$ cat config.mk
export PLATFORM = sky130hd
export DESIGN_NAME = traffic_phase_scheduler
export DESIGN_NICKNAME = d
export VERILOG_FILES = /design/src/rtl/traffic_phase_scheduler.sv
export SDC_FILE = /design/constraint.sdc
export NUM_CORES = 1
export LEC_CHECK = 0
export BUFFER_PORTS_ARGS = -buffer_cell sky130_fd_sc_hd__buf_2
export CAP_MARGIN = 10
export CORE_ASPECT_RATIO = 0.75
export CORE_MARGIN = 5
export CORE_UTILIZATION = 42
export CTS_CLUSTER_DIAMETER = 100
export DETAILED_ROUTE_END_ITERATION = 10
export GPL_ROUTABILITY_DRIVEN = 0
export PLACE_DENSITY_LB_ADDON = 0.12
export SYNTH_ARGS = -nofsm -noshare
export SYNTH_HDL_FRONTEND = slang
export SYNTH_SLANG_ARGS = --single-unit
$ cat constraint.sdc
create_clock -name clk -period 7.2 [get_ports clk]
set_clock_uncertainty 0.05 [all_clocks]
set_input_delay 0.72 -clock clk [delete_from_list [all_inputs] [get_ports clk]]
set_output_delay 0.72 -clock clk [all_outputs]
set_load 0.01 [all_outputs]
$ cat src/rtl/traffic_phase_scheduler.sv
// Actuated four-approach phase scheduler: round-robin arbitration among
// vehicle-detect requests, min/max bounded greens, yellow and all-red
// clearance, and an emergency preempt that forces one approach to green.
//
//   state  | meaning
//   IDLE   | no demand, all lamps red, waiting for a request or preempt
//   GREEN  | grant approach shows green, count = green cycles already shown
//   YELLOW | grant approach shows yellow for T_YELLOW cycles
//   ALLRED | all lamps red for T_ALLRED cycles; last cycle re-arbitrates
module traffic_phase_scheduler #(
  parameter int T_MIN_GREEN = 4,
  parameter int T_MAX_GREEN = 10,
  parameter int T_YELLOW    = 2,
  parameter int T_ALLRED    = 1,
  parameter int CW          = 4
) (
  input  logic       clk,
  input  logic       rst,
  input  logic [3:0] req,
  input  logic       preempt,
  input  logic [1:0] preempt_dir,
  output logic [2:0] M1,
  output logic [2:0] M2,
  output logic [2:0] MT,
  output logic [2:0] SR,
  output logic [1:0] grant,
  output logic [1:0] phase
);

  typedef enum logic [1:0] {
    IDLE   = 2'd0,
    GREEN  = 2'd1,
    YELLOW = 2'd2,
    ALLRED = 2'd3
  } phase_t;

  localparam logic [CW-1:0] MIN_LAST    = CW'(T_MIN_GREEN - 1);
  localparam logic [CW-1:0] MAX_LAST    = CW'(T_MAX_GREEN - 1);
  localparam logic [CW-1:0] YELLOW_LAST = CW'(T_YELLOW - 1);
  localparam logic [CW-1:0] ALLRED_LAST = CW'(T_ALLRED - 1);

  localparam logic [2:0] LAMP_RED    = 3'b100;
  localparam logic [2:0] LAMP_YELLOW = 3'b010;
  localparam logic [2:0] LAMP_GREEN  = 3'b001;

  phase_t        state, state_nxt;
  logic [CW-1:0] count, count_nxt;
  logic [1:0]    grant_nxt;
  logic [1:0]    last, last_nxt;
  logic [11:0]   lamps, lamps_nxt;
  logic          win_valid;
  logic [1:0]    win;
  logic [1:0]    idx;
  logic [3:0]    own;
  logic          others_pending;

  assign own            = 4'b0001 << grant;
  assign others_pending = |(req & ~own);

  // Arbiter: preempt wins outright, otherwise first request after the last served.
  always_comb begin
    win_valid = 1'b0;
    win       = last;
    idx       = '0;
    if (preempt) begin
      win_valid = 1'b1;
      win       = preempt_dir;
    end else begin
      for (int i = 1; i <= 4; i++) begin
        idx = last + i[1:0];
        if (!win_valid && req[idx]) begin
          win_valid = 1'b1;
          win       = idx;
        end
      end
    end
  end

  // Next-state, timer and grant logic.
  always_comb begin
    state_nxt = state;
    count_nxt = count;
    grant_nxt = grant;
    last_nxt  = last;
    case (state)
      IDLE: begin
        count_nxt = '0;
        if (win_valid) begin
          state_nxt = GREEN;
          grant_nxt = win;
          last_nxt  = win;
        end
      end
      GREEN: begin
        if (preempt && (preempt_dir == grant)) begin
          count_nxt = count;
        end else if (preempt ||
                     ((count >= MIN_LAST) && !req[grant]) ||
                     ((count == MAX_LAST) && others_pending)) begin
          state_nxt = YELLOW;
          count_nxt = '0;
        end else if (count != MAX_LAST) begin
          count_nxt = count + 1'b1;
        end
      end
      YELLOW: begin
        if (count == YELLOW_LAST) begin
          state_nxt = ALLRED;
          count_nxt = '0;
        end else begin
          count_nxt = count + 1'b1;
        end
      end
      ALLRED: begin
        if (count == ALLRED_LAST) begin
          count_nxt = '0;
          if (win_valid) begin
            state_nxt = GREEN;
            grant_nxt = win;
            last_nxt  = win;
          end else begin
            state_nxt = IDLE;
          end
        end else begin
          count_nxt = count + 1'b1;
        end
      end
      default: begin
        state_nxt = IDLE;
        count_nxt = '0;
      end
    endcase
  end

  // Lamp decode from the upcoming phase so lamps register on the same edge as state.
  always_comb begin
    lamps_nxt = {4{LAMP_RED}};
    for (int a = 0; a < 4; a++) begin
      if (a[1:0] == grant_nxt) begin
        if (state_nxt == GREEN)  lamps_nxt[3*a +: 3] = LAMP_GREEN;
        if (state_nxt == YELLOW) lamps_nxt[3*a +: 3] = LAMP_YELLOW;
      end
    end
  end

  // State, timer, pointer and lamp registers with synchronous reset.
  always_ff @(posedge clk) begin
    if (rst) begin
      state <= IDLE;
      count <= '0;
      grant <= 2'd0;
      last  <= 2'd3;
      lamps <= {4{LAMP_RED}};
    end else begin
      state <= state_nxt;
      count <= count_nxt;
      grant <= grant_nxt;
      last  <= last_nxt;
      lamps <= lamps_nxt;
    end
  end

  assign M1    = lamps[2:0];
  assign M2    = lamps[5:3];
  assign MT    = lamps[8:6];
  assign SR    = lamps[11:9];
  assign phase = state;

endmodule
# Word-level counts from Yosys, hierarchy flattened
# Index checks and enable logic that the tools add are counted.
# W data, S select, Z words.
# word_totals
out_inout_bits	16
inputBits	9
elab_cells	107
ff_bits	22
# classes
n_reduce_logical	23
bitwise	6
mux	44
order_cmp	6
shift	1
eq_ne	15
addsub	4
# op_table
operator	n
$mux W2	14
$mux W4	5
$pmux W4 S4	1
$lt A2 B3 Y1 const B	5
$mux W1	14
$bmux W1 S2	5
$pmux W2 S2	2
$pmux W2 S4	1
$reduce_or A2 Y1	4
$eq A2 B2 Y1 const B	3
$logic_and A1 B1 Y1	6
$mux W3	2
$add A2 B2 Y2 const B	2
$add A4 B1 Y4 const B	1
$and A4 B4 Y4	1
$eq A2 B1 Y1 const B	2
$eq A2 B2 Y1 const A	2
$eq A4 B1 Y1 const B	1
$eq A4 B4 Y1 const B	1
$ge A4 B2 Y1 const B	1
$logic_not A1 Y1	4
$logic_not A2 Y1	2
$logic_not A4 Y1	1
$ne A2 B2 Y1 const B	2
other kinds (12)	17

# Longest topological paths before layout
# Gate-level depths: netlist (run 1).
# depth
ltp_word	23
depth_mapped	10
ltp_nobuf	10

# Worst setup path before layout (run 1)
# OpenSTA, ideal clock, no wires.
# synth_timing
path_kind	input to register
from	in preempt
to	reg lamps[2]
t_required_ns	6.999
stages	10
arrival_time_ns	2.695
setup_slack_ns	4.303
cell_sequence	clkbuf_1 or4bb_1 o31ai_1 or2_2 a211oi_1 o31ai_1 inv_1 ha_1 nor2_1 nand4_1
# synth_via
elab_chain_len	8
elab_cells_between_ends	21
cone_classes	2 x eq/ne; 13 x mux; 1 x bitwise; 5 x reduce/logical
# synth_rtl
element	line	source
start, declared	20	input logic preempt,
$logic_or A1 B1 Y1	97	end else if (preempt ||
$logic_or A1 B1 Y1	98	((count >= MIN_LAST) && !req[grant]) ||
$mux W2	97	
$mux W2	95	if (preempt && (preempt_dir == grant)) begin
$pmux W2 S4 (*)	85	case (state)
net state_nxt[1]	46	phase_t state, state_nxt;
$eq A2 B1 Y1	140	if (state_nxt == GREEN) lamps_nxt[3*a +: 3] = LAMP_GREEN;
$mux W3	140	
$mux W3 (*)	141	if (state_nxt == YELLOW) lamps_nxt[3*a +: 3] = LAMP_YELLOW;
end signal, assigned	153	lamps <= {4{LAMP_RED}};
end signal, assigned	159	lamps <= lamps_nxt;
end, declared	50	logic [11:0] lamps, lamps_nxt;
# Mark *: on every way through the listed nets, which the timed path passes. The rest lies on a longest branch.
# A chain may end at the register's enable or synchronous reset.

# Worst setup path in the final report (run 1)
# layout_timing
from	in req[2]
to	reg lamps[2]
# layout_via
elab_cells_between_ends	52
cone_classes	2 x eq/ne; 34 x mux; 2 x bitwise; 14 x reduce/logical
# layout_rtl
element	line	source
start, declared	19	input logic [3:0] req,
$bmux W1 S2	71	if (!win_valid && req[idx]) begin
$mux W1 (implied by the code)	71	
$mux W1	71	
$mux W1	65	if (preempt) begin
$logic_not A1 Y1	71	
$logic_and A1 B1 Y1	71	
$mux W1	71	
$mux W1	65	
[6 not listed]	-	
$mux W1	71	
$mux W1	65	
$mux W2	88	if (win_valid) begin
$pmux W2 S4 (*)	85	
net state_nxt[1]	46	
$eq A2 B1 Y1	140	
$mux W3	140	
$mux W3 (*)	141	
# Mark *: on every way through the listed nets, which the timed path passes. The rest lies on a longest branch. The select of a mux whose other input is x is not followed.

==> Implementation_results.wiki, run 1 <==
{| class="wikitable"
! Metric !! Value
|-
| Max-slew headroom at the worst pin || between 50% and 60%
|-
| Maximum clock frequency || between 0.3 and 0.4 GHz
|-
| Number of synthesized flops with an enable pin || 0
|-
| RSZ-0062 raised after global routing || no
|-
| Time the worst path needs with I/O delays and setup || 2.89 ns
|-
| Number of standard-cell rows in the floorplan || 18
|-
| Syn. warnings || 0
|-
| Final design instance area without fill || 1600 um^2
|-
| Detailed-route vias per instance || between 5 and 6
|-
| Slew @ Worst Pin || 0.596 ns
|-
| Most instantiated flip-flop cell in the synthesis netlist || sky130_fd_sc_hd__dfxtp_1
|-
| Area grow syn2layout || 13.4%
|-
| Final routed wire length divided by cell count || 15.0 um
|-
| Biggest fanout along the worst timing path || 9
|-
| Total track usage || 15.5%
|-
| Remaining antenna violation count after routing || 0
|-
| Buffer levels on the longest clock path || 2
|-
| CTS clk-pin slew, worst paths || 0.08 ns
|-
| Post-DP HPWL || 2680 um
|-
| Final-stage net count || 209
|-
| Critical-path top delay cell || sky130_fd_sc_hd__o31ai_1
|-
| DR vias || 1291
|-
| CP max stage delay || 0.34 ns
|-
| Global-route wire length before repair || approximately 5700 um
|-
| Max capacitance violation total || 0
|-
| Maximum number of pins on one net before global-route repair || 12
|-
| Top cells by area in the synthesized netlist || sky130_fd_sc_hd__dfxtp_1, sky130_fd_sc_hd__ha_1, sky130_fd_sc_hd__nor2_1, sky130_fd_sc_hd__nor2b_1, sky130_fd_sc_hd__inv_1
|-
| Core area || 3270 um^2
|-
| Residual DRC || 0
|-
| Buffer cell driving the clock tree root || sky130_fd_sc_hd__clkbuf_8
|-
| Part of the cycle the worst path needs || 40.1%
|-
| Power per cell area || 203 nW/um^2
|-
| Critical path endpoint category || flop
|-
| Setup fix buffers added after clock tree synthesis || 0
|-
| Total global routing overflow || 0
|-
| Horizontal die dimension || 76.8 um
|-
| I/O pin count || 25
|-
| Initial cell density of the core || 43.1%
|-
| Flop and latch count out of synthesis || 22
|-
| Result of the run || finished clean
|-
| Top cell family by delay on the critical path || simple AND/OR/NAND/NOR gates
|-
| Cell leakage power || 0.679 nW
|-
| Avg Synthesized Cell Area || 8.47 um^2
|-
| Worst path buffer plus inverter count || 2
|-
| TritonCTS clock tree || built
|-
| Number of antenna violations at the first check in global routing || 0
|-
| Number of different library cells in the post-synthesis netlist || 53
|-
| Ys async rst share || 0%
|-
| Detailed Routing Iterations Pass 1 || 4
|-
| Required time worst endpoint || 7.26 ns
|-
| Cell type contributing the most total cell area after synthesis || sky130_fd_sc_hd__dfxtp_1
|-
| Number of DRC violations after detailed-routing iteration 0 || 144
|-
| Standard cell area after detailed placement || 1550 um^2
|-
| Final-layout setup total negative slack || 0 ns
|-
| IR drop worst, VDD || 0.109 mV
|-
| Cells along the critical path || buf_2, or2_2, nor4_1, or3_1, a211oi_1, o31ai_1, inv_1, ha_1, nor2_1, nand4_1
|-
| Hold_buf cts || 0
|-
| Total of buffers placed on input and output ports || 24
|-
| Number of global-route vias before repair || roughly 1200
|-
| Antenna Cells || 0
|-
| Full die area || 4620 um^2
|-
| Count of mapped cells out of synthesis || 166
|-
| Post-Syn Nets || 184
|-
| Share of the yosys chip area belonging to registers || 31.3%
|-
| Clock latency on the worst-skew pair || 0.26 ns
|-
| CTS buffer count || 3
|-
| Top cell type's share of synthesized area || a little under a third
|-
| Vertical die dimension || 60.1 um
|-
| # H-tree levels || 1
|-
| CTS resizes || 0
|-
| Worst setup path class || input pin to flop
|-
| Final setup fails || 0
|-
| Path category of the worst min-delay check || flop to flop
|-
| Number of clock sinks || 22
|-
| Wire length after detailed routing || ~3400 um
|-
| Netlist area before placement || between 1000 and 1500 um^2
|-
| Number of max-slew violations in the final report || 0
|-
| Arrival time of data at the critical path endpoint || 2.95 ns
|-
| Fraction of layout cells with a size suffix above 1 || 21.2%
|-
| Fin. Hold Viols || 0
|-
| Startpoint types || input pin
|}
==> Yosys cell counts (2+ instances only) <==
cell                         n
sky130_fd_sc_hd__dfxtp_1    22
sky130_fd_sc_hd__nor2_1     17
sky130_fd_sc_hd__inv_1      14
sky130_fd_sc_hd__nand2_1    11
sky130_fd_sc_hd__nor2b_1    10
sky130_fd_sc_hd__ha_1        9
sky130_fd_sc_hd__o21ai_0     8
sky130_fd_sc_hd__a21oi_1     7
sky130_fd_sc_hd__a31oi_1     4
sky130_fd_sc_hd__nand3_1     4
sky130_fd_sc_hd__and2_1      3
sky130_fd_sc_hd__clkbuf_1    3
sky130_fd_sc_hd__o31ai_1     3
sky130_fd_sc_hd__a2111oi_2   2
sky130_fd_sc_hd__a21boi_0    2
sky130_fd_sc_hd__a21o_1      2
sky130_fd_sc_hd__a22o_1      2
sky130_fd_sc_hd__a32o_1      2
sky130_fd_sc_hd__mux2i_1     2
sky130_fd_sc_hd__nand2b_1    2
sky130_fd_sc_hd__nor3_1      2
sky130_fd_sc_hd__or2_2       2
sky130_fd_sc_hd__or3_1       2
sky130_fd_sc_hd__xnor2_1     2
==> per-stage QoR <==
stage | util [%] | setup slack (ns) | instances | power (W) | hold slack (ns)
floorplan | - | 4.30 | 166 | 0.000220 | 0.450
global placement | 47.6 | 4.15 | 226 | 0.000248 | 0.482
detailed placement | 47.6 | 4.09 | 226 | 0.000249 | 0.478
CTS | 48.9 | 4.35 | 229 | 0.000324 | 0.502
global route | 48.9 | 4.12 | 229 | 0.000342 | 0.535
finish | 48.9 | 4.31 | 229 | 0.000323 | 0.507
==> area by class of cell <==
type,instances,area [um^2]
sequential,22,440
clock buffer,3,41.3
fill,318,1670
multi-input combinational,126,891
timing repair buffer,24,120
inverter,14,52.6
tap,40,50.0
==> worst register-to-register path, delay by kind of cell, from the launching register on <==
family	cells	cell delay (ns)
AO/OA/AOI/OAI	3	0.53
AND/OR/NAND/NOR	4	1.16
flip-flops	1	0.54
adder cells (fa/ha/maj)	1	0.28
buffers and inverters	1	0.09
==> kinds of logic (layout without fill, tap and decap cells) <==
kind of cell / Yosys count / in the layout / share of synthesized area (%)
buffers and inverters: 18 / 41 / 5.34
XOR/XNOR: 2 / 2 / 1.25
AO/OA/AOI/OAI: 44 / 44 / 23.4
adder cells (fa/ha/maj): 9 / 9 / 8.01
flip-flops: 22 / 22 / 31.3
multiplexers: 4 / 4 / 3.83
AND/OR/NAND/NOR: 67 / 67 / 26.9
==> final timing paths <==
path | startpoint | endpoint | slack (ns) | cells past startpoint
worst min-delay path | count[1]$_SDFFE_PP0P_ | count[1]$_SDFFE_PP0P_ | 0.51 | 1
worst max-delay path | req[2] | lamps[2]$_SDFF_PP1_ | 4.31 | 10
worst min register to register | count[1]$_SDFFE_PP0P_ | count[1]$_SDFFE_PP0P_ | 0.51 | 1
worst max register to register | grant[0]$_SDFF_PP0_ | lamps[2]$_SDFF_PP1_ | 4.41 | 9
==> cell usage in the layout (no fill, tap or decap), types with 4 or more instances in the layout <==
cell | Yosys | routed
sky130_fd_sc_hd__nor2_1 | 17 | 17
sky130_fd_sc_hd__o21ai_0 | 8 | 8
sky130_fd_sc_hd__inv_1 | 14 | 14
sky130_fd_sc_hd__a31oi_1 | 4 | 4
sky130_fd_sc_hd__ha_1 | 9 | 9
sky130_fd_sc_hd__a21oi_1 | 7 | 7
sky130_fd_sc_hd__nor2b_1 | 10 | 10
sky130_fd_sc_hd__buf_2 | 0 | 24
sky130_fd_sc_hd__dfxtp_1 | 22 | 22
sky130_fd_sc_hd__nand3_1 | 4 | 4
sky130_fd_sc_hd__nand2_1 | 11 | 11
==> state kept, by name, indices dropped and copies added (netlist names) <==
| register | flops |
|---|---|
| last | 2 |
| grant | 2 |
| count | 4 |
| phase | 2 |
| lamps | 12 |
==> report_power, final <==
part | leakage, nW | switching [W] | total [W] | internal [W]
combinational | 0.478 | 0.0000593 | 0.000104 | 0.0000444
clock | 0.0216 | 0.0000381 | 0.0000754 | 0.0000373
sequential | 0.179 | 0.0000115 | 0.000144 | 0.000133
==> routing by layer <==
metal | up-vias | track usage [%] | wire (um)
li1 | 649 | - | -
met4 | 0 | 5.24 | 29
met2 | 33 | 23.8 | 1450
met3 | 4 | 4.82 | 215
met5 | - | 0 | 0
met1 | 605 | 20.7 | 1750
(Power assumes the default switching activity.)
==> run 2, diff against run 1 <==
==> constraint.sdc (replaced) <==
create_clock -name clk -period 2.5 [get_ports clk]
set_clock_uncertainty 0.05 [all_clocks]
set_input_delay 0.25 -clock clk [delete_from_list [all_inputs] [get_ports clk]]
set_output_delay 0.25 -clock clk [all_outputs]
set_load 0.01 [all_outputs]
==> Implementation_results.wiki, run 2 (synthesis gave the netlist of run 1 again) <==
{| class="wikitable"
! Metric !! Value
|-
| Critical path's most frequent cell || sky130_fd_sc_hd__buf_4
|-
| Critical path endpoint category || flop
|-
| Final setup fails || 0
|-
| Biggest fanout along the worst timing path || 6
|-
| Antenna Cells || 0
|-
| Fin. Hold Viols || 0
|-
| Number of standard-cell rows in the floorplan || 18
|-
| Initial cell density of the core || 43.1%
|-
| Arrival time of data at the critical path endpoint || 2.54 ns
|-
| Worst path buffer plus inverter count || 3
|-
| Global routing met3 resource utilization || 4.67%
|-
| Register-to-register setup slack || 0.07 ns
|-
| Slew @ Worst Pin || 0.491 ns
|-
| Total global routing overflow || 0
|-
| RSZ-0062 raised after global routing || yes
|-
| Wire length after detailed routing || ~3800 um
|-
| Area grow syn2layout || 27.6%
|-
| Total of buffers placed on input and output ports || 24
|-
| Number of DRC violations after detailed-routing iteration 0 || 180
|-
| Max capacitance violation total || 0
|-
| Number of fillers in the final layout || 314
|-
| I/O pin count || 25
|-
| Most used cells in the layout excluding fill and tap cells || sky130_fd_sc_hd__buf_2, sky130_fd_sc_hd__buf_4, sky130_fd_sc_hd__dfxtp_1, sky130_fd_sc_hd__nor2_1, sky130_fd_sc_hd__inv_1
|-
| Number of placed instances with taps included || roughly 250
|-
| Worst hold path stage count || 2
|-
| Number of global-route vias before repair || 1281
|-
| Result of the run || finished clean
|-
| Part of the cycle the worst path needs || a little over nine tenths
|-
| Global-route wire length before repair || 5990 um
|-
| End of the worst hold path || grant[1]$_SDFF_PP0_
|-
| Remaining antenna violation count after routing || 0
|-
| CTS buffer count || 3
|-
| Final design instance area without fill || around 1800 um^2
|-
| Startpoint types || flop
|-
| Buffer cell driving the clock tree root || sky130_fd_sc_hd__clkbuf_8
|-
| Post-DP HPWL || 2910 um
|-
| Top cell family by delay on the critical path || simple AND/OR/NAND/NOR gates
|-
| CP max stage delay || between 0.4 and 0.5 ns
|-
| Path category of the worst min-delay check || input pin to flop
|-
| Most Used Layer, Global Route || met2
|-
| Global-route met1 utilization || 22.9%
|-
| Required time worst endpoint || between 2 and 3 ns
|-
| Full die area || 4620 um^2
|-
| R2R Path End || lamps[5]$_SDFF_PP1_
|-
| Routing usage on met2 || about a quarter
|-
| Final-layout setup total negative slack || 0 ns
|-
| Residual DRC || 0
|-
| Flip-flop count of the largest register, all copies and words added || 12
|-
| Max-slew headroom at the worst pin || between 60% and 70%
|-
| Total area of multi-input combinational cells || approximately 930 um^2
|-
| Number of max-slew violations in the final report || 0
|-
| Cells along the critical path || buf_4, nor3b_1, a32o_1, or3_1, a21oi_2, o221ai_2, inv_1, ha_1, nor2_2, buf_4, nand2_1
|-
| R2R cell count || 11
|-
| DR vias || 1392
|-
| # H-tree levels || 1
|-
| Core Util, Final || 54.9%
|-
| Time the worst path needs with I/O delays and setup || approximately 2.4 ns
|-
| Register cell area after layout || 447 um^2
|-
| CTS clk-pin slew, worst paths || 0.08 ns
|-
| Vertical die dimension || 60.1 um
|-
| Maximum number of pins on one net before global-route repair || 12
|-
| Fraction of layout cells with a size suffix above 1 || 34.4%
|-
| Standard cell area after detailed placement || between 1500 and 2000 um^2
|-
| Clock latency on the worst-skew pair || 0.27 ns
|-
| Power per cell area || 568 nW/um^2
|-
| Maximum clock frequency || slightly above 0.4 GHz
|-
| Registers with the most flip-flops || lamps x12, count x4
|-
| Number of antenna violations at the first check in global routing || 0
|-
| Horizontal die dimension || 76.8 um
|-
| Reg2Reg Launch Point || grant[0]$_SDFF_PP0_
|-
| Detailed-route vias per instance || 5.59
|-
| IR drop worst, VDD || roughly 0.37 mV
|-
| Start point of the worst hold path || rst
|-
| Number of clock sinks || 22
|-
| Total track usage || 16.4%
|-
| Detailed Routing Iterations Pass 1 || 4
|-
| Register bank with the most flops || lamps
|-
| TritonCTS clock tree || built
|-
| Final routed wire length divided by cell count || 15.3 um
|-
| Most common cell after layout, fill and taps aside || sky130_fd_sc_hd__buf_2
|-
| Final cell count without fillers || 249
|-
| Cell leakage power || just under 0.8 nW
|-
| Buffer levels on the longest clock path || 2
|-
| Worst setup path class || flop to flop
|-
| Final-stage net count || 229
|-
| Core area || 3270 um^2
|-
| WHS || 0.198 ns
|-
| Critical-path top delay cell || sky130_fd_sc_hd__or3_1
|}
[run 2: metrics by stage]
stage,worst slack (ns),power (W)
4_1_cts,0.0167,0.000997
3_3_place_gp,0.0881,0.000763
2_1_floorplan,0.0328,0.000637
3_5_place_dp,0.0494,0.000771
5_1_grt,-0.0574,0.00108
6_report,0.0662,0.00102
[run 2: cell type report]
class	instances	share of cell area, %
inverter	14	2.93
timing repair buffer	44	15.1
clock buffer	3	2.30
tap	40	2.79
sequential	22	24.9
multi-input combinational	126	52.0
[run 2: layer usage]
layer | part of all wire, % | vias up
met5 | 0 | -
met4 | 0.81 | 0
met3 | 5.1 | 4
met2 | 43 | 32
met1 | 51 | 673
li1 | - | 683
[run 2: worst max path at each step]
stage	from	to	slack [ns]	cells past startpoint
final	grant[0]$_SDFF_PP0_	lamps[5]$_SDFF_PP1_	0.07	11
after global routing	grant[0]$_SDFF_PP0_	lamps[5]$_SDFF_PP1_	-0.06	11
after CTS	grant[0]$_SDFF_PP0_	lamps[5]$_SDFF_PP1_	0.02	10
after detailed placement	grant[0]$_SDFF_PP0_	lamps[5]$_SDFF_PP1_	0.05	10
after global placement	req[2]	lamps[8]$_SDFF_PP1_	0.09	7
after floorplan	grant[0]$_SDFF_PP0_	lamps[2]$_SDFF_PP1_	0.03	10
[run 2: what timing repair did]
action | in CTS | in global routing
resized for setup | 0 | 14
hold buffers | 0 | 0
endpoints found under the setup margin | 0 | 11
buffers inserted | 0 | 1
[run 2: where the power goes]
group / internal (W) / total [W] / switching (W)
logic: 0.000182 / 0.000384 / 0.000202
registers: 0.000383 / 0.000409 / 0.0000260
clock network: 0.000108 / 0.000225 / 0.000117
